[src/rtl/saes_pkg.sv]
// Shared constants, tables and state type for the 64-bit Simplified-AES datapath.
package saes_pkg;

  localparam int STATE_W = 64;
  localparam int WORD_W  = 16;
  localparam int NIB_W   = 4;

  localparam logic [NIB_W-1:0] SBOX [16] = '{
    4'h9, 4'h4, 4'hA, 4'hB, 4'hD, 4'h1, 4'h8, 4'h5,
    4'h6, 4'h2, 4'h0, 4'h3, 4'hC, 4'hE, 4'hF, 4'h7
  };

  // Entry 0 holds the constant for round 1.
  localparam logic [NIB_W-1:0] RCON [10] = '{
    4'h1, 4'h2, 4'h4, 4'h8, 4'h3, 4'h6, 4'hC, 4'hB, 4'h5, 4'hA
  };

  typedef enum logic {
    IDLE,
    EMIT
  } state_t;

  function automatic logic [NIB_W-1:0] rcon_of(input logic [3:0] round);
    logic [3:0] pos;
    pos = round - 4'd1;
    if (round >= 4'd1 && round <= 4'd10)
      return RCON[pos];
    return '0;
  endfunction

endpackage

[src/rtl/sbox_nibble.sv]
// 4-bit S-box lookup; shared by key expansion and the SubNibbles stage.
import saes_pkg::*;

module sbox_nibble (
  input  logic [NIB_W-1:0] nib,
  output logic [NIB_W-1:0] sub
);

  assign sub = SBOX[nib];

endmodule

[src/rtl/key_schedule.sv]
// Sequential round-key generator: emits NR+1 keys, one per valid/ready handshake.
import saes_pkg::*;

module key_schedule #(
  parameter int NR = 4
) (
  input  logic                clk,
  input  logic                rst,
  input  logic                start,
  input  logic [STATE_W-1:0]  cipherKey,
  output logic                busy,
  output logic [STATE_W-1:0]  roundKey,
  output logic [3:0]          roundIdx,
  output logic                keyValid,
  input  logic                keyReady,
  output logic                done
);

  localparam logic [3:0] LAST = 4'(NR);

  state_t             state, state_nx;
  logic [STATE_W-1:0] key_q, key_nx;
  logic [3:0]         idx_q, idx_nx;
  logic               done_q, done_nx;

  logic [WORD_W-1:0]  w0, w1, w2, w3;
  logic [WORD_W-1:0]  rot, sub_w, g;
  logic [WORD_W-1:0]  w0n, w1n, w2n, w3n;
  logic [3:0]         round_nx;
  logic [STATE_W-1:0] next_key;

  assign w0 = key_q[63:48];
  assign w1 = key_q[47:32];
  assign w2 = key_q[31:16];
  assign w3 = key_q[15:0];

  assign rot = {w3[11:0], w3[15:12]};

  for (genvar n = 0; n < 4; n++) begin : g_subnib
    sbox_nibble u_sbox (
      .nib (rot[n*NIB_W +: NIB_W]),
      .sub (sub_w[n*NIB_W +: NIB_W])
    );
  end

  assign round_nx = idx_q + 4'd1;
  assign g        = sub_w ^ {rcon_of(round_nx), 12'h000};
  assign w0n      = w0 ^ g;
  assign w1n      = w1 ^ w0n;
  assign w2n      = w2 ^ w1n;
  assign w3n      = w3 ^ w2n;
  assign next_key = {w0n, w1n, w2n, w3n};

  always_comb begin
    state_nx = state;
    key_nx   = key_q;
    idx_nx   = idx_q;
    done_nx  = 1'b0;
    case (state)
      IDLE: begin
        // The done cycle is already IDLE, so start is masked by the done pulse.
        if (start && !done_q) begin
          key_nx   = cipherKey;
          idx_nx   = '0;
          state_nx = EMIT;
        end
      end
      EMIT: begin
        if (keyReady) begin
          if (idx_q == LAST) begin
            state_nx = IDLE;
            done_nx  = 1'b1;
          end else begin
            key_nx = next_key;
            idx_nx = round_nx;
          end
        end
      end
      default: state_nx = IDLE;
    endcase
  end

  always_ff @(posedge clk) begin
    if (rst) begin
      state  <= IDLE;
      key_q  <= '0;
      idx_q  <= '0;
      done_q <= 1'b0;
    end else begin
      state  <= state_nx;
      key_q  <= key_nx;
      idx_q  <= idx_nx;
      done_q <= done_nx;
    end
  end

  assign keyValid = (state == EMIT);
  assign busy     = (state == EMIT);
  assign done     = done_q;
  assign roundKey = key_q;
  assign roundIdx = idx_q;

endmodule

[config.mk]
export PLATFORM = sky130hd
export DESIGN_NAME = key_schedule
export DESIGN_NICKNAME = d
export VERILOG_FILES = /design/src/rtl/saes_pkg.sv /design/src/rtl/sbox_nibble.sv /design/src/rtl/key_schedule.sv
export SDC_FILE = /design/constraint.sdc
export NUM_CORES = 1
export LEC_CHECK = 0
export ABC_AREA = 1
export CORE_MARGIN = 4
export CORE_UTILIZATION = 25
export DETAILED_ROUTE_END_ITERATION = 12
export PLACE_DENSITY = 0.57
export REMOVE_ABC_BUFFERS = 1
export SYNTH_ARGS = -nofsm -noshare
export SYNTH_HDL_FRONTEND = slang
export SYNTH_SLANG_ARGS = --single-unit
[constraint.sdc]
create_clock -name clk -period 4.1 [get_ports clk]
set_clock_uncertainty 0.2 [all_clocks]
set_input_delay 1.23 -clock clk [delete_from_list [all_inputs] [get_ports clk]]
set_output_delay 1.23 -clock clk [all_outputs]
set_load 0.01 [all_outputs]
==> results.md, run 1 <==
- Status: finished, final reports clean
- Pleak: 2.830 nW
- Ant. Diodes: 0
- Wirelength, routed: approximately 16,000 um
- Die W: between 100 and 150 um
- CP peak stage delay: 630 ps
- CP Capture Type: output port
- CP max-delay cell: clkdlybuf4s50_1
- EDFF count, synth: 0
- F_max: between 0.3 and 0.4 GHz
- Synthesized area per cell: 6.724 um^2
- Drt drc: 0
- Post-synth top area share: 0.2824
- YS warnings: 0
- CP cell instances: clkdlybuf4s50_1
- Post-synth top area cell: dfxtp_1
- # setup viols final: 0
- Routed WL per cell: about 15 um
- Commonest cells after routing, fill and taps aside: nand2_1 (141), clkdlybuf4s50_1 (138), a21oi_1 (117)
- CP required: 2670 ps
- Final nets: 961
- Hold WC Path Type: reg2reg
- Worst-case clock buffer depth: 2
- Top_reg_cell synth: dfxtp_1
- Pins Over Slew Limit: 0
- Endpoints failing hold: 0
- GPL Wtd Cong: roughly 0.8
- Worst-Margin Slew: between 700 and 800 ps
- WHS Endpoint: roundKey[30]
- Clk slew on worst S/H paths: approximately 60 ps
- Vias per std cell: 4.550
- Site Rows: between 50 and 60
- First-pass GRT wire length: around 26,000 um
- Most common cell after layout, fill and taps aside: nand2_1
- Tmin final: 2979 ps
- Hold_ws: 300.5 ps
- Root buffer cell: clkbuf_16
- DR iter-0 viols: 253
- Final worst path period share: 0.7266
- Worst path bufs/invs: 1
- Fin cells: 1,129
- CTS Buf Count: 9
- Worst VDD drop: 177.3 uV
- Arr. time, crit path: ~1600 ps
- Area contributors post-synth: dfxtp_1 (28%), a21oi_1 (12%), nand2_1 (11%), ha_1 (8.6%), o21ai_0 (7.9%)
- Detailed Routing Iterations Pass 1: 4
- Initial antenna violation count: 0
- Vias: slightly above 5k
- R2R Path End: roundKey[12]
- Share of cells above drive strength 1: 0.07639
- Flop-to-flop setup slack: around 1300 ps
- Worst-skew pair later-pin latency: 330 ps
- FF-to-FF Start: roundIdx[0]
- Flops & latches, synth: 70
- Area growth syn-to-layout: 39.23%
- Number of H-tree levels: 3
- GRT overflow: 0
- Critical path class: reg2out
- Total GRT Usage: 0.1461
- Fin Setup TNS: 0 ps
- Die Area: 0.02217 mm^2
- Die span in y: between 100 and 150 um
- Antenna Nets Post-Route: 0
- Hold Path Origin: roundKey[30]
- Power Density: 379.1 mW/mm^2
- Total setup buffers inserted after CTS: 0
- Max-slew headroom: 0.4803
- Crit Path Max Fanout: 12
- PostCTS Resize Cnt: 0
- Final Power: approximately 2.6 mW
- Seq/Total Area, Yosys: 0.2824
- Placed Cells: 1,113
- Synthesized instance count: 738
- Reg2reg path depth: 18
- Port Buffers: ~140
- Initial core utilization: 0.2550
- TritonCTS clock tree: yes
- Max Cap Viol: 0
- Asr flop ratio synth: 0
- Largest net degree at the start of global routing: 73
- CTS Sinks: 70
- CORE AREA: 0.01946 mm^2
- WHS Path Cells: 2
- RSZ-0062 raised after global routing: no
- Mapped Area: 0.004962 mm^2
- Hold_buf cts: 0
- Number of global-route vias before repair: just under 5k
- Delay-heaviest family, CP: buffers and inverters
- Boundary pin count: 139
- Netlist cell types: 37
- CP Launch Type: register
- DP HPWL: 11,910 um
==> cell families (layout without fill, tap and decap cells) <==
group	after synthesis	in the layout	share of synthesized area
and+or+nand+nor	277	277	0.2534
AOI/OAI and AO/OA	217	217	0.2320
buffers and inverters	104	230	0.08295
DFF	70	70	0.2824
xor gates and xnor gates	36	36	0.06354
adders and majority gates	34	34	0.08573
==> layout make-up <==
type                            count  area (um^2)
Sequential cell                    70         1403
Fill cell                        2085        12550
Clock buffer                       11        232.7
Inverter                           63        236.5
Timing Repair Buffer              151         1504
Clock inverter                      5        50.05
Tap cell                          265        331.6
Multi-Input combinational cell    564         3152
==> per-layer routing <==
layer  up-vias  track usage  part of all wire
met2       112       0.2403              0.46
met1      2320       0.1938              0.48
li1       2694            -                 -
met3        11      0.04254             0.054
met4         0      0.02380            0.0083
met5         -            0                 0
==> power breakdown <==
| group | internal (mW) | switching (mW) |
|---|---|---|
| sequential | 0.751 | 0.0931 |
| clock | 0.468 | 0.312 |
| combinational | 0.447 | 0.548 |
| total | 1.67 | 0.953 |
==> worst max-delay path by stage <==
stage / depth (start not counted) / startpoint / to / slack (ps)
floorplan: 6 / busy / roundKey[13] / -740
global placement: 7 / start / roundKey[22] / 1100
detailed placement: 7 / keyReady / roundKey[22] / 1070
CTS: 1 / roundIdx[2] / roundIdx[2] / 1090
global route: 18 / roundIdx[0] / roundKey[12] / 960
finish: 1 / roundIdx[2] / roundIdx[2] / 1120
==> synthesized netlist by cell type, types with 3 or more instances <==
| cell type | instances |
|---|---|
| nand2_1 | 142 |
| a21oi_1 | 117 |
| o21ai_0 | 78 |
| dfxtp_1 | 70 |
| inv_1 | 58 |
| nand3_1 | 58 |
| nor2_1 | 38 |
| ha_1 | 34 |
| clkbuf_1 | 29 |
| xor2_1 | 20 |
| xnor2_1 | 16 |
| or2_2 | 9 |
| buf_2 | 7 |
| nand2_2 | 7 |
| nand3_2 | 7 |
| a221oi_1 | 5 |
| o211ai_1 | 5 |
| o21ai_1 | 5 |
| inv_2 | 4 |
| nand3b_1 | 4 |
| or2_1 | 4 |
| o31ai_1 | 3 |
==> sequential cells by signal (all words and copies together) (netlist names) <==
name	flops
roundIdx	4
busy	1
roundKey	64
done	1
==> through the flow <==
stage                     cell area (um^2)  utilization  worst slack [ps]
after floorplan                       4787            -            -741.0
after global placement                6626       0.3405              1096
after detailed placement              6626       0.3405              1074
after CTS                             6909       0.3550              1091
after global routing                  6909       0.3550             956.1
final                                 6909       0.3550              1121
Power figures use the tool's default switching activity.
==> run 2: changes to the inputs <==
--- a/config.mk
+++ b/config.mk
@@ -9,7 +9,7 @@
 export CORE_MARGIN = 4
 export CORE_UTILIZATION = 25
 export DETAILED_ROUTE_END_ITERATION = 12
-export PLACE_DENSITY = 0.57
+export PLACE_DENSITY = 0.59
 export REMOVE_ABC_BUFFERS = 1
 export SYNTH_ARGS = -nofsm -noshare
 export SYNTH_HDL_FRONTEND = slang
==> constraint.sdc (replaced) <==
create_clock -name clk -period 2.5 [get_ports clk]
set_clock_uncertainty 0.2 [all_clocks]
set_input_delay 0.75 -clock clk [delete_from_list [all_inputs] [get_ports clk]]
set_output_delay 0.75 -clock clk [all_outputs]
set_load 0.01 [all_outputs]
==> run 2 against run 1 <==
Power is 69% higher; critical path type unchanged; global-route usage is 0.12 points higher; sequential share of layout area is 0.71 points lower.
==> results.md, run 2 (same netlist as run 1, synthesis figures left out) <==
- Share of cells above drive strength 1: 0.1314
- Routed WL per cell: 14.26 um
- Site Rows: 51
- Hold WC Path Type: reg2reg
- Pins Over Slew Limit: 0
- Number of global-route vias before repair: 5,015
- Largest net degree at the start of global routing: 73
- Final nets: approximately 1,000
- Root buffer cell: clkbuf_16
- Critical path class: reg2out
- Worst-case clock buffer depth: 2
- # setup viols final: 0
- Endpoints failing hold: 0
- Placed Cells: 1,129
- Vias per std cell: 4.597
- F_max: 0.4133 GHz
- Delay-heaviest family, CP: buffers and inverters
- Boundary pin count: 139
- Detailed Routing Iterations Pass 1: 4
- Worst VDD drop: about 270 uV
- Arr. time, crit path: 1470 ps
- Tmin final: ~2400 ps
- Max reg flops: 64
- CP Launch Type: register
- TritonCTS clock tree: yes
- Die span in y: 148.9 um
- Pleak: between 2 and 3 nW
- Area growth syn-to-layout: 45.18%
- CP required: 1550 ps
- DP HPWL: 11,660 um
- Worst path bufs/invs: 1
- Initial core utilization: 0.2550
- Worst-Margin Slew: 793.1 ps
- Power Density: 616.0 mW/mm^2
- Antenna Nets Post-Route: 0
- Util after Layout: 0.3702
- Most common cell after layout, fill and taps aside: clkdlybuf4s50_1
- First-pass GRT wire length: 26,170 um
- CTS Buf Count: 9
- CP Capture Type: output port
- DR iter-0 viols: roughly 260
- Max-slew headroom: 0.4712
- Fin cells: approximately 1.1k
- Commonest cells after routing, fill and taps aside: clkdlybuf4s50_1 (138), nand2_1 (135), a21oi_1 (116)
- CORE AREA: 0.01946 mm^2
- Number of H-tree levels: 3
- Wirelength, routed: 16,370 um
- Die W: 148.9 um
- Clk slew on worst S/H paths: roughly 60 ps
- Ant. Diodes: 0
- Final worst path period share: 0.9679
- CP max-delay cell: clkdlybuf4s50_1
- Max Cap Viol: 0
- Status: finished, final reports clean
- GPL Wtd Cong: 0.8229
- Worst-skew pair later-pin latency: 340 ps
- CP cell instances: clkdlybuf4s50_1
- CP peak stage delay: roughly 600 ps
- Total GRT Usage: 0.1472
- Crit Path Max Fanout: 10
- Die Area: 0.02217 mm^2
- CTS Sinks: 70
- Initial antenna violation count: 0
- GRT overflow: 0
- Port Buffers: 138
- Vias: 5,277
- Drt drc: 0
run 2: changes by cell type in the layout (fill, tap and decap cells not counted), moves of 5 or more:
cell | before | now
o21ai_0 | 78 | 72
nand2_1 | 141 | 135
inv_2 | 5 | 12
inv_1 | 58 | 51
buf_4 | 11 | 26
dfxtp_1 | 69 | 64
nand2_2 | 8 | 14
run 2: routing by layer:
layer  vias up  part of all wire  global-route usage
li1       2744                 -                   -
met1      2395              0.48              0.1986
met2       121              0.46              0.2374
met3        17             0.045             0.02856
met4         0             0.016             0.04714
met5         -                 0                   0
run 2: per-stage QoR:
| stage | power (mW) | instance area (um^2) | setup slack (ps) | hold slack (ps) | TNS, ps |
|---|---|---|---|---|---|
| global placement | 3.078 | 6782 | 98.27 | 285.7 | 0 |
| finish | 4.438 | 7204 | 80.25 | 302.9 | 0 |
| CTS | 4.402 | 7071 | 56.11 | 299.2 | 0 |
| global route | 4.777 | 7204 | -9.911 | 328.6 | -10.34 |
| detailed placement | 3.095 | 6782 | 58.76 | 288.3 | 0 |
| floorplan | 2.393 | 4787 | -2341 | 307.1 | -153350 |
run 2: what timing repair did:
item,4_1_cts,5_1_grt
endpoints found under the hold margin,0,0
hold buffers,0,0
setup endpoints to repair,1,17
buffers inserted,0,3
resized for setup,1,40
pin swaps,0,19
run 2: worst paths after layout:
check / startpoint / end / slack, ps / depth (start not counted)
max: roundKey[14] / roundKey[14] / 80 / 1
min: roundKey[27] / roundKey[27] / 300 / 2
max reg2reg: roundKey[0] / roundKey[4] / 180 / 12
min reg2reg: roundKey[27] / roundKey[27] / 300 / 2
run 2: layout make-up:
| class | count | area [um^2] |
|---|---|---|
| clock buffers | 13 | 270.3 |
| clock inverters | 3 | 17.52 |
| fillers | 2067 | 12260 |
| inverters | 63 | 236.5 |
| multi-input cells | 564 | 3249 |
| flip-flops and latches | 70 | 1411 |
| well taps | 265 | 331.6 |
| repair buffers | 170 | 1688 |
run 2: power breakdown:
part / switching (mW) / leakage (nW) / internal [mW] / total [mW]
combinational: 0.971 / 2.24 / 0.839 / 1.81
clock: 0.521 / 0.142 / 0.751 / 1.27
sequential: 0.123 / 0.582 / 1.23 / 1.36
==> run 3: changes to the inputs <==
--- a/config.mk
+++ b/config.mk
@@ -9,7 +9,8 @@
 export CORE_MARGIN = 4
 export CORE_UTILIZATION = 25
 export DETAILED_ROUTE_END_ITERATION = 12
-export PLACE_DENSITY = 0.59
+export HOLD_SLACK_MARGIN = 0.1
+export PLACE_DENSITY = 0.57
 export REMOVE_ABC_BUFFERS = 1
 export SYNTH_ARGS = -nofsm -noshare
 export SYNTH_HDL_FRONTEND = slang
==> constraint.sdc (replaced) <==
create_clock -name clk -period 2.8 [get_ports clk]
set_clock_uncertainty 0.2 [all_clocks]
set_input_delay 0.84 -clock clk [delete_from_list [all_inputs] [get_ports clk]]
set_output_delay 0.84 -clock clk [all_outputs]
set_load 0.01 [all_outputs]
==> run 3 against run 2 <==
Register-to-register slack better by 110 ps; setup slack improved by 130 ps; sequential power down 10%; utilization shrank 1.2 points; first-iteration DRC count down 20%; routed wire length down 1.5%.
==> results.md, run 3 (same netlist as run 1, synthesis figures left out) <==
- Max reg flops: 64
- DP HPWL: roughly 11,000 um
- Pleak: 2.867 nW
- Routed WL per cell: 14.23 um
- Area of the multi-input gates: ~0.0032 mm^2
- Ant. Diodes: 0
- GPL Wtd Cong: 0.8341
- Reg2reg path depth: 11
- Worst slack at placement: about 210 ps
- Detailed Routing Iterations Pass 1: 4
- Delay-heaviest family, CP: buffers and inverters
- Vias: approximately 5.2k
- Number of global-route vias before repair: ~4.8k
- TritonCTS clock tree: yes
- CP Capture Type: output port
- Area growth syn-to-layout: 40.52%
- Crit Path Max Fanout: 12
- Tmin final: 2592 ps
- Share of cells above drive strength 1: 0.08295
- Total setup buffers inserted after CTS: 0
- Initial antenna violation count: 0
- Die W: 148.9 um
- Initial core utilization: 0.2550
- CP Launch Type: register
- CP required: 1760 ps
- Max-slew headroom: 0.6408
- Max Cap Viol: 0
- CORE AREA: 0.01946 mm^2
- Total GRT Usage: 0.1416
- Port Buffers: roughly 140
- Boundary pin count: 139
- Worst-skew pair later-pin latency: roughly 330 ps
- Largest net degree at the start of global routing: 73
- Pins Over Slew Limit: 0
- CP peak stage delay: 630 ps
- Hold_buf cts: 0
- Final worst path period share: 0.9258
- Status: finished, final reports clean
- Root buffer cell: clkbuf_16
- Number of H-tree levels: 3
- Final nets: 967
- Worst-case clock buffer depth: 2
- Antenna Nets Post-Route: 0
- F_max: 0.3857 GHz
- Worst path bufs/invs: 1
- Hold_ws: 300.7 ps
- Critical path class: reg2out
- GRT overflow: 0
- Vias per std cell: ~4.6
- Storage cell area: 0.001404 mm^2
- PostCTS Resize Cnt: 0
- RSZ-0062 raised after global routing: no
- DR iter-0 viols: just over 200
- Worst VDD drop: 263.3 uV
- Die Area: approximately 0.022 mm^2
- First-pass GRT wire length: 25,260 um
- CTS Buf Count: 9
- Die span in y: 148.9 um
- Worst Slack Setup Final: 207.6 ps
- # setup viols final: 0
- Endpoints failing hold: 0
- Commonest cells after routing, fill and taps aside: nand2_1 (141), clkdlybuf4s50_1 (138), a21oi_1 (117)
- CP cell instances: clkdlybuf4s50_1
- WP depth: 1
- Arr. time, crit path: approximately 1600 ps
- Power Density: 544.6 mW/mm^2
- Hold WC Path Type: reg2reg
- FILL cells: 2,092
- Clk slew on worst S/H paths: 60 ps
- WHS Path Cells: 2
- Wirelength, routed: between 15,000 and 20,000 um
- CTS Sinks: 70
- CP max-delay cell: clkdlybuf4s50_1
- Site Rows: 51
- Drt drc: 0
- Most common cell after layout, fill and taps aside: nand2_1
- Worst-Margin Slew: 538.8 ps
run 3: through the flow:
stage          TNS (ps)  power (mW)  utilization  instances  area, um^2
4_1_cts               0       3.850       0.3582       1133        6972
3_5_place_dp          0       2.739       0.3441       1119        6696
6_report              0       3.798       0.3583       1133        6973
3_3_place_gp          0       2.728       0.3441       1119        6696
5_1_grt               0       4.077       0.3583       1133        6973
2_1_floorplan   -132950       2.137            -        697        4787
run 3: layout make-up:
cell class | count | area share
clock buffer | 13 | 0.03876
inverter | 63 | 0.03391
timing repair buffer | 157 | 0.2257
sequential | 70 | 0.2013
tap | 265 | 0.04755
multi-input combinational | 564 | 0.4520
clock inverter | 1 | 0.0007177
run 3: routing by layer:
| metal | up-vias | part of all wire | global-route usage |
|---|---|---|---|
| met4 | 0 | 0.011 | 0.03295 |
| met5 | - | 0 | 0 |
| met1 | 2367 | 0.48 | 0.1986 |
| met3 | 12 | 0.057 | 0.03342 |
| met2 | 146 | 0.45 | 0.2206 |
| li1 | 2703 | - | - |
run 3: final timing paths:
kind | startpoint | to | slack (ps)
setup / recovery | roundIdx[2] | roundIdx[2] | 210
hold / removal | roundKey[60] | roundKey[60] | 300
hold reg to reg | roundKey[60] | roundKey[60] | 300
setup reg to reg | roundKey[5] | roundKey[8] | 290
run 3: worst min-delay path, cell delays in order (launching register included):
cell and delay [ps]:
dfxtp_1 320, nand2_1 70, a21oi_1 60
run 3: where the power goes:
| group | switching [mW] | internal, mW | total (mW) |
|---|---|---|---|
| Clock | 0.426 | 0.662 | 1.09 |
| Sequential | 0.122 | 1.10 | 1.22 |
| Combinational | 0.814 | 0.673 | 1.49 |
| Total | 1.36 | 2.44 | 3.80 |
